===== src/rtl/fetch_pkg.sv =====
// Shared types for the instruction fetch unit: fetch-queue payload, FSM states.
package fetch_pkg;

  localparam int unsigned FETCH_XLEN  = 32;
  localparam int unsigned INSTR_W     = 32;
  localparam int unsigned INSTR_BYTES = 4;

  typedef logic [INSTR_W-1:0] t_rv_instr;

  typedef struct packed {
    logic [FETCH_XLEN-1:0] pc;
    t_rv_instr             instr;
  } t_fq_entry;

  typedef enum logic [1:0] {
    IDLE  = 2'd0,
    RUN   = 2'd1,
    FLUSH = 2'd2
  } t_fetch_state;

endpackage


===== src/rtl/fetch_queue.sv =====
// Generic circular FIFO with registered storage; clear beats push and pop.
module fetch_queue
  import fetch_pkg::*;
#(
  parameter int unsigned DEPTH = 4,
  parameter type         T     = t_fq_entry
) (
  input  logic                       clk,
  input  logic                       rst_n,
  input  logic                       clear,
  input  logic                       push,
  input  T                           push_data,
  input  logic                       pop,
  output logic [$clog2(DEPTH+1)-1:0] count,
  output T                           head
);

  localparam int unsigned PW = $clog2(DEPTH);
  localparam int unsigned CW = $clog2(DEPTH + 1);

  T              mem_q [DEPTH];
  logic [PW-1:0] rd_ptr_q, rd_ptr_d;
  logic [PW-1:0] wr_ptr_q, wr_ptr_d;
  logic [CW-1:0] count_q, count_d;

  always_comb begin
    rd_ptr_d = rd_ptr_q;
    wr_ptr_d = wr_ptr_q;
    count_d  = count_q;
    if (clear) begin
      rd_ptr_d = '0;
      wr_ptr_d = '0;
      count_d  = '0;
    end else begin
      if (push) wr_ptr_d = wr_ptr_q + PW'(1);
      if (pop)  rd_ptr_d = rd_ptr_q + PW'(1);
      count_d = count_q + CW'(push) - CW'(pop);
    end
  end

  always_ff @(posedge clk or negedge rst_n) begin
    if (!rst_n) begin
      rd_ptr_q <= '0;
      wr_ptr_q <= '0;
      count_q  <= '0;
    end else begin
      rd_ptr_q <= rd_ptr_d;
      wr_ptr_q <= wr_ptr_d;
      count_q  <= count_d;
    end
  end

  // Storage is reset so the head reads as zero straight out of reset.
  always_ff @(posedge clk or negedge rst_n) begin
    if (!rst_n) begin
      for (int unsigned i = 0; i < DEPTH; i++) mem_q[PW'(i)] <= '0;
    end else if (push && !clear) begin
      mem_q[wr_ptr_q] <= push_data;
    end
  end

  assign count = count_q;
  assign head  = mem_q[rd_ptr_q];

endmodule


===== src/rtl/fetch_ctl.sv =====
// Instruction fetch: PC generation, credit-limited imem requests, in-order
// response queueing and redirect flush of queued and in-flight instructions.
module fetch_ctl
  import fetch_pkg::*;
#(
  parameter int unsigned     XLEN            = FETCH_XLEN,
  parameter logic [XLEN-1:0] RESET_PC        = '0,
  parameter int unsigned     FQ_DEPTH        = 4,
  parameter int unsigned     MAX_OUTSTANDING = 2
) (
  input  logic            clk,
  input  logic            reset,
  input  logic            fetch_en,
  output logic            imem_req_valid,
  input  logic            imem_req_ready,
  output logic [XLEN-1:0] imem_req_addr,
  input  logic            imem_rsp_valid,
  input  logic [31:0]     imem_rsp_data,
  input  logic            redirect_valid,
  input  logic [XLEN-1:0] redirect_pc,
  output logic            valid_de0,
  output t_rv_instr       instr_de0,
  output logic [XLEN-1:0] pc_de0,
  input  logic            stall_de1
);

  localparam int unsigned OW = $clog2(MAX_OUTSTANDING + 1);
  localparam int unsigned QW = $clog2(FQ_DEPTH + 1);

  t_fetch_state    state_q, state_d;
  logic [XLEN-1:0] req_pc_q, req_pc_d;
  logic [XLEN-1:0] rsp_pc_q, rsp_pc_d;
  logic [OW-1:0]   outstanding_q, outstanding_d;
  logic [OW-1:0]   drop_cnt_q, drop_cnt_d;

  logic [QW-1:0]   fq_count;
  t_fq_entry       fq_head;
  t_fq_entry       fq_wdata;
  logic            fq_push;
  logic            fq_pop;
  logic            active;
  logic            slot_ok;
  logic            credit_ok;
  logic            req_fire;
  logic [XLEN-1:0] redirect_aligned;

  assign active           = (state_q == RUN) || (state_q == FLUSH);
  assign slot_ok          = 32'(outstanding_q) < MAX_OUTSTANDING;
  // Queue slots are reserved at issue, so a response always has room.
  assign credit_ok        = (32'(fq_count) + 32'(outstanding_q)) < FQ_DEPTH;
  assign imem_req_valid   = active && fetch_en && !redirect_valid && slot_ok && credit_ok;
  assign imem_req_addr    = req_pc_q;
  assign req_fire         = imem_req_valid && imem_req_ready;
  assign redirect_aligned = redirect_pc & ~XLEN'(3);

  always_comb begin
    state_d       = state_q;
    req_pc_d      = req_pc_q;
    rsp_pc_d      = rsp_pc_q;
    drop_cnt_d    = drop_cnt_q;
    fq_push       = 1'b0;
    outstanding_d = outstanding_q + OW'(req_fire) - OW'(imem_rsp_valid);

    if (req_fire) req_pc_d = req_pc_q + XLEN'(INSTR_BYTES);

    // Redirect wins: everything still in flight after this cycle is stale.
    if (redirect_valid) begin
      req_pc_d   = redirect_aligned;
      rsp_pc_d   = redirect_aligned;
      drop_cnt_d = outstanding_d;
    end else if (imem_rsp_valid) begin
      if (drop_cnt_q != '0) begin
        drop_cnt_d = drop_cnt_q - OW'(1);
      end else begin
        fq_push  = 1'b1;
        rsp_pc_d = rsp_pc_q + XLEN'(INSTR_BYTES);
      end
    end

    case (state_q)
      IDLE:       state_d = RUN;
      RUN, FLUSH: state_d = (drop_cnt_d != '0) ? FLUSH : RUN;
      default:    state_d = IDLE;
    endcase
  end

  always_ff @(posedge clk or negedge reset) begin
    if (!reset) begin
      state_q       <= IDLE;
      req_pc_q      <= RESET_PC;
      rsp_pc_q      <= RESET_PC;
      outstanding_q <= '0;
      drop_cnt_q    <= '0;
    end else begin
      state_q       <= state_d;
      req_pc_q      <= req_pc_d;
      rsp_pc_q      <= rsp_pc_d;
      outstanding_q <= outstanding_d;
      drop_cnt_q    <= drop_cnt_d;
    end
  end

  always_comb begin
    fq_wdata       = '0;
    fq_wdata.pc    = FETCH_XLEN'(rsp_pc_q);
    fq_wdata.instr = imem_rsp_data;
  end

  assign fq_pop = valid_de0 && !stall_de1;

  fetch_queue #(
    .DEPTH (FQ_DEPTH),
    .T     (t_fq_entry)
  ) u_fq (
    .clk       (clk),
    .rst_n     (reset),
    .clear     (redirect_valid),
    .push      (fq_push),
    .push_data (fq_wdata),
    .pop       (fq_pop),
    .count     (fq_count),
    .head      (fq_head)
  );

  assign valid_de0 = (fq_count != '0);
  assign instr_de0 = fq_head.instr;
  assign pc_de0    = XLEN'(fq_head.pc);

endmodule


===== config.mk =====
export PLATFORM = sky130hd
export DESIGN_NAME = fetch_ctl
export DESIGN_NICKNAME = d
export VERILOG_FILES = /design/src/rtl/fetch_pkg.sv /design/src/rtl/fetch_queue.sv /design/src/rtl/fetch_ctl.sv
export SDC_FILE = /design/constraint.sdc
export NUM_CORES = 1
export LEC_CHECK = 0
export ABC_AREA = 1
export CAP_MARGIN = 20
export CORE_UTILIZATION = 45
export CTS_CLUSTER_DIAMETER = 40
export DETAILED_ROUTE_END_ITERATION = 16
export DONT_BUFFER_PORTS = 1
export PLACE_DENSITY = 0.56
export SYNTH_ARGS = -nofsm -noshare
export SYNTH_HDL_FRONTEND = slang
export SYNTH_HIERARCHICAL = 1
export SYNTH_SLANG_ARGS = --single-unit

===== constraint.sdc =====
create_clock -name clk -period 7.3 [get_ports clk]
set_input_delay 1.095 -clock clk [delete_from_list [all_inputs] [get_ports clk]]
set_output_delay 1.095 -clock clk [all_outputs]
set_load 0.02 [all_outputs]

== After elaboration in Yosys (flattened, before gate mapping) ==
Index checks and enable logic that the tools add are counted.

* Register bits after elaboration: 333
* Output and inout port bits: 98
* Word-level logic and storage cells: 81

* $add $sub $neg: 10
* Order comparisons: 5
* Eq/ne operators: 3
* Multiplexer cells: 24
* Bitwise gates (word level): 2
* Reduce and logical (&&, ||, !) cells: 21

{| class="wikitable"
|+ Operators with widths
! operator !! number
|-
| $bwmux W256 || 1
|-
| $mux W64 || 3
|-
| $mux W32 || 5
|-
| $bmux W64 S2 || 1
|-
| $demux W64 S2 || 1
|-
| $add A32 B3 Y32 const B || 2
|-
| $mux W2 || 8
|-
| $reduce_bool A2 Y1 || 6
|-
| $logic_and A1 B1 Y1 || 8
|-
| $ge A3 B3 Y1 const B || 2
|-
| $not A2 Y3 || 2
|-
| $add A2 B1 Y2 const B || 2
|-
| $add A3 B2 Y4 || 1
|-
| $lt A4 B3 Y1 const B || 1
|-
| $pmux W2 S2 || 1
|-
| $add A3 B1 Y3 || 1
|-
| $lt A3 B1 Y1 const B || 1
|-
| $mux W1 || 3
|-
| $mux W3 || 1
|-
| $reduce_bool A3 Y1 || 1
|-
| $sub A3 B1 Y3 || 1
|-
| $add A2 B1 Y2 || 1
|-
| $eq A2 B1 Y1 const B || 1
|-
| $eq A2 B2 Y1 const B || 1
|-
| 9 further kinds || 10
|}

== Longest topological paths before layout ==
Gate-level depths: netlist of the first run.

* Depth in word-level cells: 13
* Gate-level depth with buffers: 16
* Depth with buffers taken out: 15

== Modules after synthesis ==
The synthesis of the first run kept the hierarchy.

{| class="wikitable"
|+ Modules (own cells, without submodules)
! module !! instances !! cells an instance !! area each (sq um) !! seq. area each (sq um)
|-
| fetch_queue || 1 || 1428 || 11933.9 || 6581.3
|-
| fetch_ctl || 1 || 680 || 4619.4 || 1651.6
|}

== Worst setup path after synthesis of the first run ==
Ideal clock, no wire load.

* Path kind: input to register
* Start: in fetch_en
* End: reg state_q[1]
* Setup time: 0.120 ns
* Data arrival time: 2.711 ns
* Slack: 4.470 ns
* Stages: 12
* Buffers on the path: 1
* Path through: nand2_1 -> nor2_2 -> nand4_2 -> buf_2 -> ha_1 -> inv_1 -> ha_1 -> nand2_1 -> a21boi_0 -> inv_1 -> o21ai_0 -> inv_1

* Cells in the longest elaborated chain, start to end: 11

{| class="wikitable"
|+ RTL lines
! what !! RTL line !! RTL
|-
| start, declared || fetch_ctl.sv:13 || <nowiki>input logic fetch_en,</nowiki>
|-
| $logic_and A1 B1 Y1 (4 in series) || fetch_ctl.sv:51 || <nowiki>assign imem_req_valid = active && fetch_en && !redirect_valid && slot_ok && credit_ok;</nowiki>
|-
| $logic_and A1 B1 Y1 || fetch_ctl.sv:53 || <nowiki>assign req_fire = imem_req_valid && imem_req_ready;</nowiki>
|-
| $add A2 B1 Y2 || fetch_ctl.sv:62 || <nowiki>outstanding_d = outstanding_q + OW'(req_fire) - OW'(imem_rsp_valid);</nowiki>
|-
| $sub A2 B1 Y2 || fetch_ctl.sv:62 ||
|-
| named net outstanding_d[0] || fetch_ctl.sv:33 || <nowiki>logic [OW-1:0] outstanding_q, outstanding_d;</nowiki>
|-
| $mux W2 || fetch_ctl.sv:67 || <nowiki>if (redirect_valid) begin</nowiki>
|-
| named net drop_cnt_d[0] || fetch_ctl.sv:34 || <nowiki>logic [OW-1:0] drop_cnt_q, drop_cnt_d;</nowiki>
|-
| $reduce_bool A2 Y1 || fetch_ctl.sv:82 || <nowiki>RUN, FLUSH: state_d = (drop_cnt_d != '0) ? FLUSH : RUN;</nowiki>
|-
| $mux W2 || fetch_ctl.sv:82 ||
|-
| $pmux W2 S2 || fetch_ctl.sv:80 || <nowiki>case (state_q)</nowiki>
|-
| named net state_d[1] || fetch_ctl.sv:30 || <nowiki>t_fetch_state state_q, state_d;</nowiki>
|-
| end signal, assigned || fetch_ctl.sv:95 || <nowiki>state_q <= state_d;</nowiki>
|-
| end, declared || fetch_ctl.sv:30 ||
|}

The timed path passes the listed nets, and every way through them passes these cells.
A chain may end at the register's enable or synchronous reset.

== Worst setup path in the final report of the first run ==
* Start: reg u_fq.rd_ptr_q[1]
* End: out pc_de0[19]

* Cells in the longest elaborated chain, start to end: 4

{| class="wikitable"
|+ RTL lines
! what !! RTL line !! RTL
|-
| start, declared || fetch_queue.sv:22 || <nowiki>logic [PW-1:0] rd_ptr_q, rd_ptr_d;</nowiki>
|-
| start signal, assigned || fetch_queue.sv:47 || <nowiki>rd_ptr_q <= rd_ptr_d;</nowiki>
|-
| $not A2 Y3 (implied by the code) || fetch_queue.sv:63 || <nowiki>assign head = mem_q[rd_ptr_q];</nowiki>
|-
| $bmux W64 S2 || fetch_queue.sv:63 ||
|-
| $mux W64 (implied by the code) (2 in series) || fetch_queue.sv:63 ||
|-
| end, declared || fetch_ctl.sv:23 || <nowiki>output logic [XLEN-1:0] pc_de0,</nowiki>
|}

Every way passes these cells. The select of a mux whose other input is x is not followed.

==> flow_metrics.py, run 1 <==
metrics = {
    "run_status": {
        "status": "finished clean",
    },
    "critical_path": {
        "critPathBufInv": 3,
        "rr_startpoint": "drop_cnt_q[0]$_DFF_PN0_",
        "cp.arrival_ns": 3.18,
        "critPathCaptureType": "output pin",
        "crit_slowest_cell": "buf_4",
        "path_cells": "buf_4 > inv_2 > buf_4 > o211ai_1 > nand2_1",
        "slowest_delay_ns": 0.73,
        "reg2regPathDepth": 11,
        "r2r-end": "u_fq/mem_q[10]$_DFFE_PN0P_",
        "critical_path.max_fanout": 65,
        "r2r_slack_ns": 4.15,
        "startpoint_type": "flip-flop",
        "crit_type": "flip-flop to output pin",
        "critPathTopFamily": "buffers and inverters",
        "path_common_cell": "buf_4",
        "crit_required_ns": 6.20,
    },
    "clock_tree": {
        "cts-hold-fix-buffers": 0,
        "insertion_delay_ns": 0.57,
        "post_cts_buffers": 0,
        "htree_num_levels": 2,
        "clkSlewWorstSetupHoldPaths_ns": 0.06,
        "cts.sinks": 329,
        "max-clock-path-buffers": 3,
        "cts_tree": "built",
        "cts_buffers": 52,
        "cts_root_buf": "clkbuf_16",
        "post_cts_resized": 0,
    },
    "global_routing": {
        "grt_max_degree": 330,
        "grt_pass1_wl_mm": 68.4,
        "grt_usage_pct": 22.5,
        "antenna_found_initial": 0,
        "overflow": 0,
        "grt_pass1_vias": 12754,
    },
    "floorplan": {
        "die_h_um": 194,
        "rows": 69,
        "pin_count": 169,
        "start_util_pct": 46.1,
        "core_area_um2": 35900,
        "die_area_um2": 37600,
        "die_w_um": 194,
    },
    "sta": {
        "tightest_slew_ns": 1.10,
        "hold_violations": 0,
        "period_minus_slack_ns": 4.27,
        "slew_viol_final": 0,
        "rsz0062_at_grt": "no",
        "finalCritPeriodShare_pct": 58.5,
        "finalWorstSetupSlack_ns": 3.03,
        "fin_skew_ns": 0.0147,
        "finalSetupTns_ns": 0,
        "setup_viol": 0,
        "fmax_mhz": 234,
        "maxSlewHeadroom_pct": 26.8,
    },
    "synth": {
        "synthCells": 2108,
        "ys_seq_area_share_pct": 49.7,
        "synth_ff_type": "dfrtp_1",
        "netlist_top_cells_area": "dfrtp_1 50%, nand2_1 16%, o21ai_0 8.5%",
        "synth_cell_types": 40,
        "synth_edf_count": 0,
        "synth_top_area_cell": "dfrtp_1",
        "synth_top_area_share_pct": 49.7,
        "synth-seq-cells": 329,
        "async_reset_ff_share_pct": 100,
        "avgSynthCellArea_um2": 7.85,
        "yosys_warnings": 6,
        "syn-cell-area_um2": 16600,
    },
    "hold_path": {
        "min_path_type": "input pin to asynchronous set/reset pin",
    },
    "placement": {
        "dp_slack_ns": 3.41,
        "gp_congestion": 0.817,
        "hpwl_mm": 25.1,
        "portBuffers": 0,
        "placedCellCount": 2468,
        "placed_area_um2": 16700,
    },
    "route": {
        "drtIter0Drc": 856,
        "wirelength_mm": 41.2,
        "wire_per_inst_um": 16.1,
        "drc": 0,
        "vias": 13286,
        "firstDrtPassIters": 5,
        "viasPerCell": 5.18,
        "ant_nets": 0,
    },
    "pwr": {
        "powerDensity_nw_per_um2": 372,
        "ir_worst_vdd_mv": 0.227,
        "power_leakage_nw": 9.24,
    },
    "flow_run": {
        "cap_violations": 0,
    },
    "final_layout": {
        "layout-drive-gt1-share_pct": 7.18,
        "fin_util_pct": 51.5,
        "fin_area_um2": 18500,
        "num_antenna_cells": 0,
        "area_growth_syn_to_layout_pct": 11.8,
        "finalNonFillerCells": 2563,
        "nNetsFinal": 2146,
    },
}
==> cell usage in the layout, fill, tap and decap left out, types with 11 or more instances in the layout <==
| cell | count |
|---|---|
| nor2_2 | 12 |
| nand4_1 | 11 |
| xor2_1 | 17 |
| nand2_1 | 683 |
| dfrtp_1 | 328 |
| nand3_1 | 61 |
| o211ai_1 | 139 |
| inv_1 | 284 |
| clkbuf_16 | 53 |
| nor3_1 | 14 |
| nor2_1 | 60 |
| a21oi_1 | 17 |
| ha_1 | 13 |
| o21ai_0 | 280 |
==> worst reg2reg max path, stage by stage, from the launching register on <==
cell and delay [ns]:
dfrtp_1 0.39, inv_1 0.09, nand3_1 0.16, inv_1 0.09
nand2_1 0.21, inv_2 0.43, inv_1 0.16, nor2_4 0.26
nand2_4 0.44, buf_4 0.53, nand2_1 0.17, o21ai_0 0.08
==> metal layers <==
layer | GRT usage, % | part of all wire, % | vias up
li1 | - | - | 6656
met1 | 30.8 | 46 | 6245
met2 | 36.6 | 46 | 328
met3 | 3.95 | 5.4 | 57
met4 | 6.79 | 2.0 | 0
met5 | 0 | 0 | -
==> metrics by stage <==
| step | hold WS (ns) | power [mW] |
|---|---|---|
| 5_1_grt | 0.205 | 7.34 |
| 4_1_cts | 0.205 | 6.98 |
| 3_3_place_gp | 0.465 | 4.36 |
| 6_report | 0.238 | 6.89 |
| 3_5_place_dp | 0.473 | 4.41 |
| 2_1_floorplan | 0.453 | 4.00 |
==> registers in the layout, summed over array words and instances (netlist names) <==
name and cells:
u_fq/wr_ptr_q 2, state_q 2, imem_req_addr 30, rsp_pc_q 30, u_fq/rd_ptr_q 2, outstanding_q 2
u_fq/mem_q 256, u_fq/count 3, drop_cnt_q 2
==> report_power, final <==
part           internal (mW)  total, mW  switching (mW)
logic                  0.514       1.82            1.31
registers               2.22       2.54           0.317
clock network           1.63       2.53           0.897
==> cell usage after synthesis, types with 4 or more instances <==
master    count
nand2_1     687
dfrtp_1     329
inv_1       286
o21ai_0     280
o211ai_1    139
nand3_1      61
nor2_1       60
buf_2        57
clkbuf_1     28
a21oi_1      17
xor2_1       17
clkbuf_2     14
nor3_1       14
ha_1         13
nor2_2       12
nand4_1      11
o21ai_1       9
nand2_2       8
buf_1         7
inv_2         7
nor2_4        7
xnor2_1       7
buf_4         4
o221ai_1      4
==> worst max-delay path by stage <==
stage | from | to | slack (ns) | depth (start not counted)
finish | u_fq/rd_ptr_q[1]$_DFFE_PN0P_ | pc_de0[19] | 3.03 | 5
global route | u_fq/rd_ptr_q[1]$_DFFE_PN0P_ | pc_de0[19] | 2.84 | 5
CTS | u_fq/rd_ptr_q[1]$_DFFE_PN0P_ | pc_de0[16] | 2.97 | 5
detailed placement | redirect_valid | u_fq/mem_q[10]$_DFFE_PN0P_ | 3.41 | 9
global placement | redirect_valid | u_fq/mem_q[8]$_DFFE_PN0P_ | 3.43 | 9
floorplan | fetch_en | state_q[1]$_DFF_PN0_ | 4.47 | 12
==> cells by family (layout without fill, tap and decap cells) <==
group           Yosys count  in the layout  synth area share (%)
compound gates          456            456                  16.1
fa+ha+maj                14             14                  1.10
other cells               1              4                0.0227
simple gates            878            878                  21.9
flops                   329            329                  49.7
buf+inv                 406            397                  9.92
xor+xnor                 24             24                  1.27
==> final cells by class <==
type	instances	area (um^2)
sequential	329	8230
multi-input combinational	1376	6720
timing repair buffer	8	60.1
clock inverter	32	388
inverter	294	1110
fill	3488	17400
tap	461	577
clock buffer	63	1410
(Power assumes the default switching activity.)
==> run 2, diff against run 1 <==
Clock period 7.3 ns to 4.5 ns, I/O delays scaled along.
==> run 2 against run 1 <==
Compared with the run above:
- the run now ends with hold timing left
- wire length decreased by 0.24%
- hold slack worse by 0.43 ns
- power increased by 67%
- register-to-register slack worse by 2.6 ns
- final cell count up 0.12%
- largest power group is now the clock network
==> flow_metrics.py, run 2 (same netlist as run 1, synthesis figures left out) <==
metrics = {
    "run_status": {
        "status": "finished with violations",
        "violations": "hold timing",
    },
    "pwr": {
        "ir_worst_vdd_mv": 0.302,
        "power.internal_mw": 7.43,
        "p_switching_mw": 4.08,
        "clkPwrFrac_pct": 38.5,
        "pwr-share-comb_pct": 25.8,
        "seqPwrFrac_pct": 35.7,
        "power_leakage_nw": 9.34,
        "powerDensity_nw_per_um2": 614,
        "swShare_pct": 35.4,
    },
    "critical_path": {
        "rr_startpoint": "u_fq/count[1]$_DFF_PN0_",
        "critical_path.max_fanout": 114,
        "crit_slowest_cell": "inv_6",
        "slowest_delay_ns": 0.55,
        "crit_required_ns": 3.83,
        "critPathCaptureType": "output pin",
        "path_cells": "inv_6 > buf_4 > nand2_1 > o211ai_1 > nand2_1",
        "critPathTopFamily": "buffers and inverters",
        "path_common_cell": "nand2_1",
        "crit_path_start": "u_fq/rd_ptr_q[0]$_DFFE_PN0P_",
        "startpoint_type": "flip-flop",
        "critPathBufInv": 2,
        "cp.arrival_ns": 2.66,
        "crit_type": "flip-flop to output pin",
    },
    "sta": {
        "whs_ns": -0.189,
        "finalCritPeriodShare_pct": 74.1,
        "rsz0062_at_grt": "no",
        "tightest_slew_ns": 0.975,
        "setup_viol": 0,
        "slew_viol_final": 0,
        "hold_violations": 329,
        "fmax_mhz": 300,
        "fin_skew_ns": 0.0191,
        "period_minus_slack_ns": 3.34,
        "finalSetupTns_ns": 0,
        "maxSlewHeadroom_pct": 35.0,
    },
    "global_routing": {
        "overflow": 0,
        "grt_pass1_wl_mm": 68.4,
        "antenna_found_initial": 0,
        "grt_pass1_vias": 12775,
        "grt_usage_pct": 22.5,
        "grt_max_degree": 330,
    },
    "floorplan": {
        "die_w_um": 194,
        "rows": 69,
        "die_h_um": 194,
        "core_area_um2": 35900,
        "pin_count": 169,
        "start_util_pct": 46.1,
        "die_area_um2": 37600,
    },
    "route": {
        "wirelength_mm": 41.1,
        "viasPerCell": 5.21,
        "drc": 0,
        "vias": 13366,
        "drtIter0Drc": 843,
        "ant_nets": 0,
        "wire_per_inst_um": 16.0,
        "firstDrtPassIters": 6,
    },
    "placement": {
        "hpwl_mm": 25.1,
        "portBuffers": 0,
        "placedCellCount": 2470,
        "gp_congestion": 0.829,
    },
    "final_layout": {
        "fin_util_pct": 52.2,
        "nNetsFinal": 2150,
        "largest-register": "u_fq/mem_q",
        "area_growth_syn_to_layout_pct": 13.2,
        "largest_reg_flops": 256,
        "final_cell_mix": "683 x nand2_1, 328 x dfrtp_1, 284 x inv_1",
        "layout-drive-gt1-share_pct": 7.41,
        "finalNonFillerCells": 2566,
        "final_common_cell": "nand2_1",
        "num_antenna_cells": 0,
    },
    "clock_tree": {
        "clkSlewWorstSetupHoldPaths_ns": 0.05,
        "max-clock-path-buffers": 3,
        "htree_num_levels": 2,
        "post_cts_buffers": 0,
        "cts_tree": "built",
        "insertion_delay_ns": 0.58,
        "cts_root_buf": "clkbuf_16",
        "cts.sinks": 329,
        "post_cts_resized": 0,
        "cts_buffers": 54,
    },
    "flow_run": {
        "cap_violations": 0,
    },
    "hold_path": {
        "min_path_type": "input pin to asynchronous set/reset pin",
    },
}
run 2: cell count changes in the layout (fill, tap and decap cells not counted), sizes merged:
cell      before  now
buf            8   10
bufinv         7   10
clkinv        17   11
inv          296  294
clkbuf        63   67
clkinvlp       6    8
run 2: final cells by class:
type | count | area, um^2
clock buffer | 67 | 1530
clock inverter | 29 | 438
fill | 3484 | 17200
inverter | 294 | 1110
multi-input combinational | 1376 | 6720
sequential | 329 | 8230
tap | 461 | 577
timing repair buffer | 10 | 125
run 2: per-layer routing:
layer | GRT usage (%) | share of wire (%) | vias to the layer above | wire length, um
met5 | 0 | 0 | - | 0
met4 | 6.64 | 2.2 | 0 | 904
met3 | 4.37 | 5.0 | 61 | 2040
met2 | 36.0 | 46 | 287 | 19000
met1 | 31.0 | 47 | 6344 | 19200
li1 | - | - | 6674 | -
run 2: metrics by stage:
step	hold WS (ns)	worst slack (ns)	total power [mW]	area, um^2
after global routing	-0.230	0.975	12.3	18700
after detailed placement	0.388	1.26	7.16	16800
final	-0.189	1.16	11.5	18700
after global placement	0.388	1.30	7.09	16800
after CTS	-0.235	1.18	11.7	18700
after floorplan	0.379	2.09	6.49	16600
run 2: worst reg2reg max path: stages (launching register included):
cell and delay [ns]:
dfrtp_1 0.45, ha_1 0.22, inv_1 0.05, nand2_1 0.06, nor2_2 0.14, nand4_2 0.45
ha_1 0.49, inv_1 0.04, ha_1 0.30, nand2_1 0.07, a21boi_0 0.26, inv_1 0.09
o21ai_0 0.17, inv_1 0.05
run 2: worst paths after layout:
kind / endpoint / slack, ns / cells after the start
hold / removal: u_fq/mem_q[213]$_DFFE_PN0P_ / -0.19 / 0
hold reg to reg: u_fq/mem_q[196]$_DFFE_PN0P_ / 0.48 / 2
setup / recovery: instr_de0[7] / 1.16 / 5
setup reg to reg: state_q[1]$_DFF_PN0_ / 1.55 / 13
min in group clk: u_fq/count[0]$_DFF_PN0_ / 0.18 / 1
max in group asynchronous: imem_req_addr[28]$_DFFE_PN0N_ / 3.97 / 0
run 2: power groups by stage:
stage          combinational, mW  clock [mW]  sequential [mW]
2_1_floorplan               2.47           0             4.02
3_3_place_gp                2.95           0             4.14
3_5_place_dp                3.01           0             4.16
4_1_cts                     3.02        4.53             4.12
5_1_grt                     3.38        4.67             4.21
6_report                    2.97        4.43             4.11
